--- src/rtl/ins_fetch_unit_pkg.sv ---
// Shared encodings for the instruction-fetch stage: redirect selects, NOP word,
// halt opcode default and fetch FSM states.
package ins_fetch_unit_pkg;

  localparam logic [1:0] PC_SEQ = 2'b00;
  localparam logic [1:0] PC_BR  = 2'b01;
  localparam logic [1:0] PC_J   = 2'b10;
  localparam logic [1:0] PC_JR  = 2'b11;

  localparam logic [31:0] NOP_WORD            = 32'h0000_0000;
  localparam logic [5:0]  HALT_OPCODE_DEFAULT = 6'b111111;

  typedef enum logic {
    ST_RUN  = 1'b0,
    ST_HALT = 1'b1
  } fetch_state_t;

endpackage

--- src/rtl/ins_fetch_unit_next_pc_calc.sv ---
// Combinational next-PC selection (sequential or redirect) plus the fetch
// address legality check against the ROM size.
import ins_fetch_unit_pkg::*;

module next_pc_calc #(
  parameter int unsigned MEM_BYTES = 512
) (
  input  logic [31:0] pc,
  input  logic [31:0] pc4,
  input  logic [1:0]  pc_src,
  input  logic        redirect,
  input  logic [31:0] branch_offset,
  input  logic [25:0] jump_target,
  input  logic [31:0] reg_target,
  output logic [31:0] next_pc,
  output logic        illegal
);

  localparam logic [31:0] LAST_WORD = 32'(MEM_BYTES - 4);

  always_comb begin
    next_pc = pc + 32'd4;
    if (redirect) begin
      unique case (pc_src)
        PC_BR:   next_pc = pc4 + {branch_offset[29:0], 2'b00};
        PC_J:    next_pc = {pc4[31:28], jump_target, 2'b00};
        PC_JR:   next_pc = reg_target;
        default: next_pc = pc + 32'd4;
      endcase
    end
  end

  assign illegal = (next_pc[1:0] != 2'b00) || (next_pc > LAST_WORD);

endmodule

--- src/rtl/ins_fetch_unit.sv ---
// Fetch stage: owns the PC, drives the ROM address and fills the IF/ID
// register; RUN/HALT FSM handles stall, redirect squash, halt and address errors.
import ins_fetch_unit_pkg::*;

module ins_fetch_unit #(
  parameter logic [31:0] RESET_PC    = 32'h0000_0000,
  parameter int unsigned MEM_BYTES   = 512,
  parameter logic [5:0]  HALT_OPCODE = HALT_OPCODE_DEFAULT
) (
  input  logic        CLK,
  input  logic        Reset,
  output logic [31:0] InsAddr,
  input  logic [31:0] InsData,
  input  logic        Stall,
  input  logic [1:0]  PCSrc,
  input  logic [31:0] BranchOffset,
  input  logic [25:0] JumpTarget,
  input  logic [31:0] RegTarget,
  output logic [31:0] IR,
  output logic [31:0] PC4,
  output logic        Valid,
  output logic        Halt,
  output logic        AddrErr
);

  fetch_state_t state;
  logic [31:0]  pc;
  logic [31:0]  next_pc;
  logic         illegal;
  logic         redirect;

  assign InsAddr  = pc;
  assign redirect = Valid && (PCSrc != PC_SEQ);

  next_pc_calc #(.MEM_BYTES(MEM_BYTES)) u_next_pc (
    .pc            (pc),
    .pc4           (PC4),
    .pc_src        (PCSrc),
    .redirect      (redirect),
    .branch_offset (BranchOffset),
    .jump_target   (JumpTarget),
    .reg_target    (RegTarget),
    .next_pc       (next_pc),
    .illegal       (illegal)
  );

  always_ff @(posedge CLK or posedge Reset) begin
    if (Reset) begin
      state   <= ST_RUN;
      pc      <= RESET_PC;
      IR      <= NOP_WORD;
      PC4     <= 32'h0;
      Valid   <= 1'b0;
      Halt    <= 1'b0;
      AddrErr <= 1'b0;
    end else begin
      unique case (state)
        ST_RUN: begin
          if (Stall) begin
            state <= ST_RUN;
          end else if (Valid && (IR[31:26] == HALT_OPCODE)) begin
            state <= ST_HALT;
            Halt  <= 1'b1;
            IR    <= NOP_WORD;
            Valid <= 1'b0;
          end else if (redirect) begin
            IR    <= NOP_WORD;
            Valid <= 1'b0;
            if (illegal) begin
              state   <= ST_HALT;
              Halt    <= 1'b1;
              AddrErr <= 1'b1;
            end else begin
              pc <= next_pc;
            end
          end else if (illegal) begin
            // last legal word is still captured, but fetch stops behind it
            IR      <= InsData;
            PC4     <= next_pc;
            Valid   <= 1'b0;
            state   <= ST_HALT;
            Halt    <= 1'b1;
            AddrErr <= 1'b1;
          end else begin
            IR    <= InsData;
            PC4   <= next_pc;
            Valid <= 1'b1;
            pc    <= next_pc;
          end
        end
        ST_HALT: begin
          Valid <= 1'b0;
        end
        default: state <= ST_HALT;
      endcase
    end
  end

endmodule

--- config.mk ---
export PLATFORM = sky130hd
export DESIGN_NAME = ins_fetch_unit
export DESIGN_NICKNAME = d
export VERILOG_FILES = /design/src/rtl/ins_fetch_unit_pkg.sv /design/src/rtl/ins_fetch_unit_next_pc_calc.sv /design/src/rtl/ins_fetch_unit.sv
export SDC_FILE = /design/constraint.sdc
export NUM_CORES = 1
export LEC_CHECK = 0
export CAP_MARGIN = 0
export CORE_MARGIN = 3
export CORE_UTILIZATION = 52
export CTS_CLUSTER_SIZE = 14
export DETAILED_ROUTE_END_ITERATION = 12
export HOLD_SLACK_MARGIN = 0.1
export PLACE_DENSITY_LB_ADDON = 0.12
export SLEW_MARGIN = 15
export SYNTH_ARGS = -nofsm -noshare
export SYNTH_HDL_FRONTEND = slang
export SYNTH_SLANG_ARGS = --single-unit
--- constraint.sdc ---
create_clock -name CLK -period 5.7 [get_ports CLK]
set_input_delay 1.14 -clock CLK [delete_from_list [all_inputs] [get_ports CLK]]
set_output_delay 1.14 -clock CLK [all_outputs]
set_load 0.02 [all_outputs]
==> results of run 1 <==
## flip-flops by register name, indices dropped and copies added (netlist names)
signal / cells
IR: 32
state: 1
Halt: 1
InsAddr: 32
PC4: 32
Valid: 1
AddrErr: 1
## per-layer routing
metal	part of all wire, %	track usage (%)
met5	0	0
met4	3.2	10.8
met3	9.4	7.63
met2	45	49.8
met1	42	42.0
## power by group through the flow
stage / sequential [uW] / combinational (uW) / clock [uW]
2_1_floorplan: 724 / 84.4 / 0
3_3_place_gp: 723 / 198 / 0
3_5_place_dp: 723 / 200 / 0
4_1_cts: 709 / 202 / 669
5_1_grt: 709 / 221 / 691
6_report: 709 / 204 / 664
## final cells by class
cell class | count | area share [%]
tap | 176 | 2.21
timing repair buffer | 239 | 23.7
clock inverter | 6 | 0.803
multi-input combinational | 682 | 45.2
clock buffer | 10 | 2.40
sequential | 100 | 25.1
antenna | 1 | 0.0251
inverter | 16 | 0.627
## cell usage in the layout (no fill, tap or decap), types with 16 or more instances in the layout
| master | synthesis | routed |
|---|---|---|
| sky130_fd_sc_hd__nor3_1 | 19 | 18 |
| sky130_fd_sc_hd__xnor2_1 | 17 | 17 |
| sky130_fd_sc_hd__nand4_1 | 21 | 21 |
| sky130_fd_sc_hd__nand2_1 | 120 | 120 |
| sky130_fd_sc_hd__clkdlybuf4s50_1 | 0 | 222 |
| sky130_fd_sc_hd__a21oi_1 | 39 | 39 |
| sky130_fd_sc_hd__nand3_1 | 28 | 28 |
| sky130_fd_sc_hd__dfrtp_1 | 100 | 100 |
| sky130_fd_sc_hd__nor2_1 | 47 | 46 |
| sky130_fd_sc_hd__ha_1 | 30 | 30 |
| sky130_fd_sc_hd__o21ai_0 | 47 | 46 |
| sky130_fd_sc_hd__a22o_1 | 38 | 38 |
| sky130_fd_sc_hd__nor2b_1 | 26 | 26 |
| sky130_fd_sc_hd__xor2_1 | 16 | 16 |
## logic make-up (layout without fill, tap and decap cells)
logic type	count (synthesis)	after routing	synth area share, %
XOR/XNOR	33	33	3.97
other	0	1	0
AO/OA/AOI/OAI	253	253	24.8
flip-flops	100	100	34.4
adder cells (fa/ha/maj)	31	31	5.43
multiplexers	27	27	4.11
AND/OR/NAND/NOR	338	338	23.4
buffers and inverters	67	271	3.92
## per-stage QoR
| stage | cells | instance area [um2] |
|---|---|---|
| global placement | 1213 | 9650 |
| finish | 1230 | 9970 |
| detailed placement | 1213 | 9650 |
| floorplan | 849 | 7280 |
| global route | 1230 | 9970 |
| CTS | 1229 | 9970 |
## worst max-delay path by stage
stage / to / slack [ps] / from
after detailed placement: InsAddr[15] / 310 / BranchOffset[0]
after CTS: InsAddr[15] / 670 / BranchOffset[0]
after floorplan: InsAddr[6] / 1130 / BranchOffset[0]
after global routing: InsAddr[15] / 430 / BranchOffset[12]
final: InsAddr[31] / 590 / BranchOffset[0]
after global placement: InsAddr[26] / 350 / BranchOffset[0]
==> run summary, run 1 <==
The wire length reported by the detailed router is 24.5 mm. The clock root buffer is sky130_fd_sc_hd__clkbuf_16. The capturing point of the worst reg2reg path is InsAddr[31]. Cell internal power was estimated by the tool at 1180 uW. For this run, the top clock speed supported by timing is 196 MHz. STA classifies the critical path endpoint as a register. The floorplan die height came out at 124 um. The min-delay analysis places its worst path in the category register to register. Before antenna repair, the detailed router went through 5 iterations.

The number of fill cells in the layout is 1079. The clock edge transition at the registers on the reported setup and hold paths is 70 ps. The maximum level of the CTS H-tree is 3. The peak supply drop is 0.000150 V. Cells fill 74.1% of the core in the end. For hold timing, the worst endpoint is Halt.

OpenSTA, run right after detailed placement, puts the worst setup slack at 311 ps. The count of input and output buffers is 223. The first-pass GRT wire length is 39.5 mm. The die area came out at 15500 um2.

The largest clock skew in the final design is 17.8 ps. The share of post-route cells with drive strength above 1 came out at 5.79%. The worst relative slew slack came out at 29.6%. The post-layout total power is 1580 uW. Counting buffers and inverters, the worst setup path is 14 cells deep.

In this run the critical register-to-register path is launched from PC4[2]. At the pin with the least slew margin, the transition time is 1050 ps. The number of global-route vias before repair is 7333. The synthesized instance count is 849. The worst-skew pair later-pin latency is 360 ps. In this run, synthesis produced a sequential element count of 100. Once the clock tree was built, the resizer swapped 0 gates to a different size. The post-CTS setup-driven buffer insertion count is 0. After synthesis, the largest area contributor takes up 34.4% of total cell area.

The net count of the finished layout is 1206. Detailed placement ended at an HPWL of 18.7 mm. The standard-cell row count came out at 42.

The sequential share of power is 45.0%. The sequential area share after synthesis came out at 34.4%. The number of maximum-capacitance violations is 0.

The switching portion of total power came out at 25.0%. The total count of hold-check failures in the final report was 0. The routed length per instance came out at 19.9 um. At the end of routability-driven placement, the weighted congestion stood at 0.966. The area of the core came out at 13500 um2. The initial standard-cell utilization of the core is 54.1%. The combined area of the multi-input logic cells is 4510 um2.

The overflow left after global routing came out at 0. The critical path contains buffers and inverters numbering 2 combined. The width of the die is 124 um. The net load switching power is 394 uW. The global routing usage summed across all routing layers is 31.4%. The critical path goes through clkdlybuf4s50_1, ha_1, fa_1, a21o_1, a221o_1, a221o_2, and3_4, or3_1, a31o_1, a221oi_2, o211ai_2, nor3_2, buf_4, nor2b_1.

In this run, the number of DRC markers left after iteration 0 of detailed routing was 854. The I/O pin count is 226. The relative area change from synthesis to final layout is 37.0%. In the synthesized netlist the async set-or-reset flop fraction comes to 100%. The worst hold path begins at Halt. Setup repair after global routing left no endpoint under its margin. The number of nets in the synthesized netlist is 1007. The total of warnings raised by yosys came out at 0. The number of nets with antenna violations after routing is 0. The peak fanout along the critical path is 22.

The post-synthesis cell area is 7280 um2. The number of synthesized flops with an enable pin is 0. Using the TritonRoute via totals, the vias-per-cell ratio works out to 6.23. On the critical path, the stage with the largest delay is an instance of sky130_fd_sc_hd__a221o_2. For the worst setup path, the data arrival time is 5340 ps. The flow ran to the end, and the final reports show no timing, DRC or antenna violations. Hold timing on the final database bottoms out at a slack of 489 ps. In this run, the clock network consumes 42.1% of the power. The routed via count is 7663. Ranked by total cell area, the synthesized netlist is headed by sky130_fd_sc_hd__dfrtp_1 34%, sky130_fd_sc_hd__nand2_1 6.2%, sky130_fd_sc_hd__ha_1 5.2%, sky130_fd_sc_hd__a22o_1 4.6%, sky130_fd_sc_hd__o21ai_0 3.2%. The startpoint-to-endpoint class of the critical path is input port to register. The hold-critical path depth is 1. The initial antenna violation count is 1. The leakage power of the design came out at 0.00428 uW. The portion of total power attributed to combinational logic is 12.9%. The number of library cell types mapped by synthesis is 80. The number of cells on the worst reg-to-reg path is 13. Among all cell types in the netlist, the one instantiated most often is sky130_fd_sc_hd__nand2_1. The number of hold buffers added after CTS was 0.

Of all cell types, the one taking the most synthesized area is sky130_fd_sc_hd__dfrtp_1. Setup violations remaining at the end of the flow were counted as 0. In the finished design, the share of the clock period the worst path needs comes to 89.6%. The sum of negative setup slack is 0 ps.

STA puts the critical path data required time at 5930 ps. The clock sink count is 100. The clock period minus worst slack is 5110 ps. In this run, CTS created clock tree buffers numbering 9. For this run, design rule violations remaining after detail routing come to 0. The post-synthesis average cell area came out at 8.58 um2. Among all flip-flop cells after synthesis, the most frequent one is sky130_fd_sc_hd__dfrtp_1. TritonCTS built the clock tree. The largest stage delay on the critical path is 470 ps. The startpoint class of the critical path is an input port. The post-route worst setup slack came out at 593 ps. The setup slack of the worst register-to-register path came out at 1400 ps. No sink is reached through more buffers than the 2 on the longest clock path. For this design the ratio of total power to cell area is 158 nW/um2.

By count the netlist is led by 120 x sky130_fd_sc_hd__nand2_1, 100 x sky130_fd_sc_hd__dfrtp_1, 47 x sky130_fd_sc_hd__nor2_1, 47 x sky130_fd_sc_hd__o21ai_0, 39 x sky130_fd_sc_hd__a21oi_1. The kind of cell with the highest combined delay along the critical path is compound AO/OA/AOI/OAI gates. The largest net degree at the start of global routing is 72.

The number of max-slew violations in the final report came out at 0. The area taken by flip-flops and latches came out at 2500 um2.
Note: power is estimated with default switching activity, not from simulation.
==> run 2, diff against run 1 <==
Settings changed: CORE_UTILIZATION 52 to 40, GPL_TIMING_DRIVEN set to 0.
==> run 2 against run 1 <==
Effect of this change: via count rose by 0.52%; clock skew rose by 0.50 ps; sequential share of layout area fell by 0.41 points; sequential cell count did not move; combinational power rose by 3%; worst setup slack got worse by 320 ps; register-to-register slack got worse by 410 ps; non-clock buffer count rose by 34; critical path depth rose by 1; first-iteration DRC count fell by 14%; largest power group is now the clock network.
==> run summary, run 2 (synthesis gave the netlist of run 1 again) <==
The run finished with clean final reports. The clock edge transition at the registers on the reported setup and hold paths is 80 ps (about the same). The average vias per placed instance came out at 5.87 (-5.8%). The post-cts gate resize count is 0 (unchanged). The path class of the lowest-slack min-delay path is register to register.

The net count of the finished layout came out at 1240 (+2.8%). TritonCTS built the clock tree. The number of nets with antenna violations after routing was 0 (unchanged).

The number of max-slew violations in the final report is 0 (unchanged). The data arrival at the endpoint of the critical path came to 5640 ps (+300 ps). The first-pass GRT wire length was 44.1 mm (+12%). The share of post-route cells with drive strength above 1 is 4.97% (-0.83 points). The leakage power of the design is 0.00431 uW (+0.69%).

The post-CTS setup-driven buffer insertion count is 0 (unchanged). For hold timing, the worst endpoint is state. The final cell utilization of the core is 57.8% (-16 points). The power density normalized to cell area is 162 nW/um2 (+2.1%).

The worst setup path is of the input port to register kind. The maximum level of the CTS H-tree came out at 3 (unchanged). The routed via count came out at 7703 (+0.52%). The worst setup path is captured at a register.

The standard-cell row count came out at 48 (+14%). The number of buffers inserted for hold repair after clock tree synthesis is 0 (unchanged). The post-route clock period utilization is 95.2% (+5.6 points). The total count of hold-check failures in the final report was 0 (unchanged). The endpoint identified for the worst register-to-register timing path is InsAddr[4].

The number of cells on the worst reg-to-reg path is 14 (+1). The number of CTS-inserted buffers came to 9 (unchanged). The cell area after layout is 10100 um2 (+1.7%). The largest clock skew in the final design came to 18.3 ps (+0.503 ps). The post-route worst hold slack came to 484 ps (-4.92 ps). The count of placed standard cells including taps is 1296 (+6.8%). The cell area after placement was 9810 um2 (+1.6%). The number of maximum-capacitance violations was 0 (unchanged). The number of global-route vias before repair came to 7523 (+2.6%). The post-route worst setup slack came out at 272 ps (-321 ps).

The global routing usage summed across all routing layers is 28.6% (-2.8 points). The initial antenna violation count came to 2 (+1). The largest net degree at the start of global routing is 78 (+8.3%).

The worst-skew pair later-pin latency came to 360 ps (about the same). The worst path required time came out at 5920 ps (about the same). The number of diodes is 0 (-1). The library cells used most frequently in the layout, excluding fill and tap cells, are 221 x sky130_fd_sc_hd__clkdlybuf4s50_1, 120 x sky130_fd_sc_hd__nand2_1, 100 x sky130_fd_sc_hd__dfrtp_1, 47 x sky130_fd_sc_hd__o21ai_0, 47 x sky130_fd_sc_hd__nor2_1. The floorplan die height is 141 um (+13%).

The peak fanout along the critical path came out at 10 (-55%). The initial standard-cell utilization of the core is 41.5% (-13 points). The relative area change from synthesis to final layout came out at 39.3%. The I/O pin count is 226 (unchanged). The most critical setup path has its startpoint at BranchOffset[0]. The placed wire-length estimate came out at 22.8 mm (+21%). The count of input and output buffers came to 221 (-0.90%). The clock sink count came out at 100 (unchanged). The peak supply drop came out at 0.000180 V (+20%).

Setup repair after global routing left no endpoint under its margin. The startpoint class of the critical path is an input port. The clock period minus worst slack came out at 5430 ps (+321 ps). The post-detailed-route DRC marker count came out at 0 (unchanged).

The maximum operating frequency is 184 MHz (-5.9%). The final weighted congestion of routability-driven global placement came out at 0.942 (-2.5%). The setup slack of the worst register-to-register path came out at 990 ps (-410 ps).

In this run the critical register-to-register path is launched from PC4[14]. The final standard cell count with taps included and fillers excluded came out at 1312 (+6.7%). The area of the core is 17500 um2 (+30%). The transition time at the pin with the least slew margin is 1080 ps (+32.6 ps). The wire length reported by the detailed router came out at 29.0 mm (+19%).

The overflow left after global routing came out at 0 (unchanged). The length of the first detailed-routing pass in iterations came out at 7 (+2). The number of fill cells in the layout came out at 1608 (+49%). The total setup violations reported at the end of the flow was 0 (unchanged). The DRC violation total after the first TritonRoute iteration came out at 738 (-14%). The routed length per instance is 22.1 um (+11%). Leaving out fill and tap cells, the most frequent cell in the layout is sky130_fd_sc_hd__clkdlybuf4s50_1. The hold-critical path depth is 2 (+1). The die area came out at 19900 um2 (+28%). The maximum count of clock buffers along a single path came out at 2 (unchanged). The width of the die is 141 um (+13%).

The worst-case setup slack after placement is -34.1 ps (-345 ps). In this run the most critical hold path is launched from state. The tree is rooted in a sky130_fd_sc_hd__clkbuf_16. The worst relative slew slack is 27.4% (-2.2 points).
[run 2: cell types whose count changed in the layout (fill, tap and decap cells not counted), moves of 2 or more]
cell | before | now
sky130_fd_sc_hd__buf_1 | 0 | 3
sky130_fd_sc_hd__inv_8 | 1 | 3
sky130_fd_sc_hd__clkbuf_1 | 0 | 36
sky130_fd_sc_hd__buf_4 | 15 | 3
sky130_fd_sc_hd__buf_2 | 1 | 7
[run 2: worst max-delay path by stage]
stage,slack (ps),cells past startpoint,to
6_report,270,15,InsAddr[4]
5_1_grt,80,15,InsAddr[4]
4_1_cts,330,15,InsAddr[4]
3_5_place_dp,-30,15,InsAddr[4]
3_3_place_gp,-60,15,InsAddr[4]
2_1_floorplan,1130,13,InsAddr[6]
[run 2: through the flow]
| stage | power, uW | setup TNS, ps |
|---|---|---|
| after floorplan | 808 | 0 |
| after global placement | 929 | -150 |
| after detailed placement | 932 | -72.9 |
| after CTS | 1640 | 0 |
| after global routing | 1690 | 0 |
| final | 1640 | 0 |
[run 2: routing by layer]
metal | routed length, um | vias up | track usage [%]
li1 | - | 3653 | -
met1 | 12400 | 3663 | 39.0
met2 | 13200 | 347 | 45.6
met3 | 2740 | 36 | 7.36
met4 | 610 | 4 | 6.88
met5 | 24 | - | 0
[run 2: layout make-up]
type	instances	area, um2	share of cell area [%]
repair buffers	222	2240	22.1
multi-input cells	682	4490	44.3
flip-flops and latches	100	2500	24.7
clock buffers	9	225	2.22
clock inverters	7	108	1.06
inverters	16	65.1	0.642
well taps	225	282	2.78
plain buffers	51	225	2.22
[run 2: report_power, final]
part           internal (uW)  switching, uW  leakage (uW)  total [uW]
logic                    112           99.5       0.00277         211
registers                709          0.200       0.00137         709
clock network            396            322      0.000165         718
total                   1220            422       0.00431        1640
[run 2: worst max-delay path, stage by stage]
cell and delay [ps]:
sky130_fd_sc_hd__clkdlybuf4s50_1 400, sky130_fd_sc_hd__ha_1 240, sky130_fd_sc_hd__fa_1 410, sky130_fd_sc_hd__a21o_1 200
sky130_fd_sc_hd__a221o_1 380, sky130_fd_sc_hd__a32oi_1 400, sky130_fd_sc_hd__and2_1 320, sky130_fd_sc_hd__mux2_2 390
sky130_fd_sc_hd__a211o_1 270, sky130_fd_sc_hd__nor4_1 280, sky130_fd_sc_hd__nand4_1 280, sky130_fd_sc_hd__nor3_1 300
sky130_fd_sc_hd__buf_4 280, sky130_fd_sc_hd__buf_4 220, sky130_fd_sc_hd__o221ai_1 120
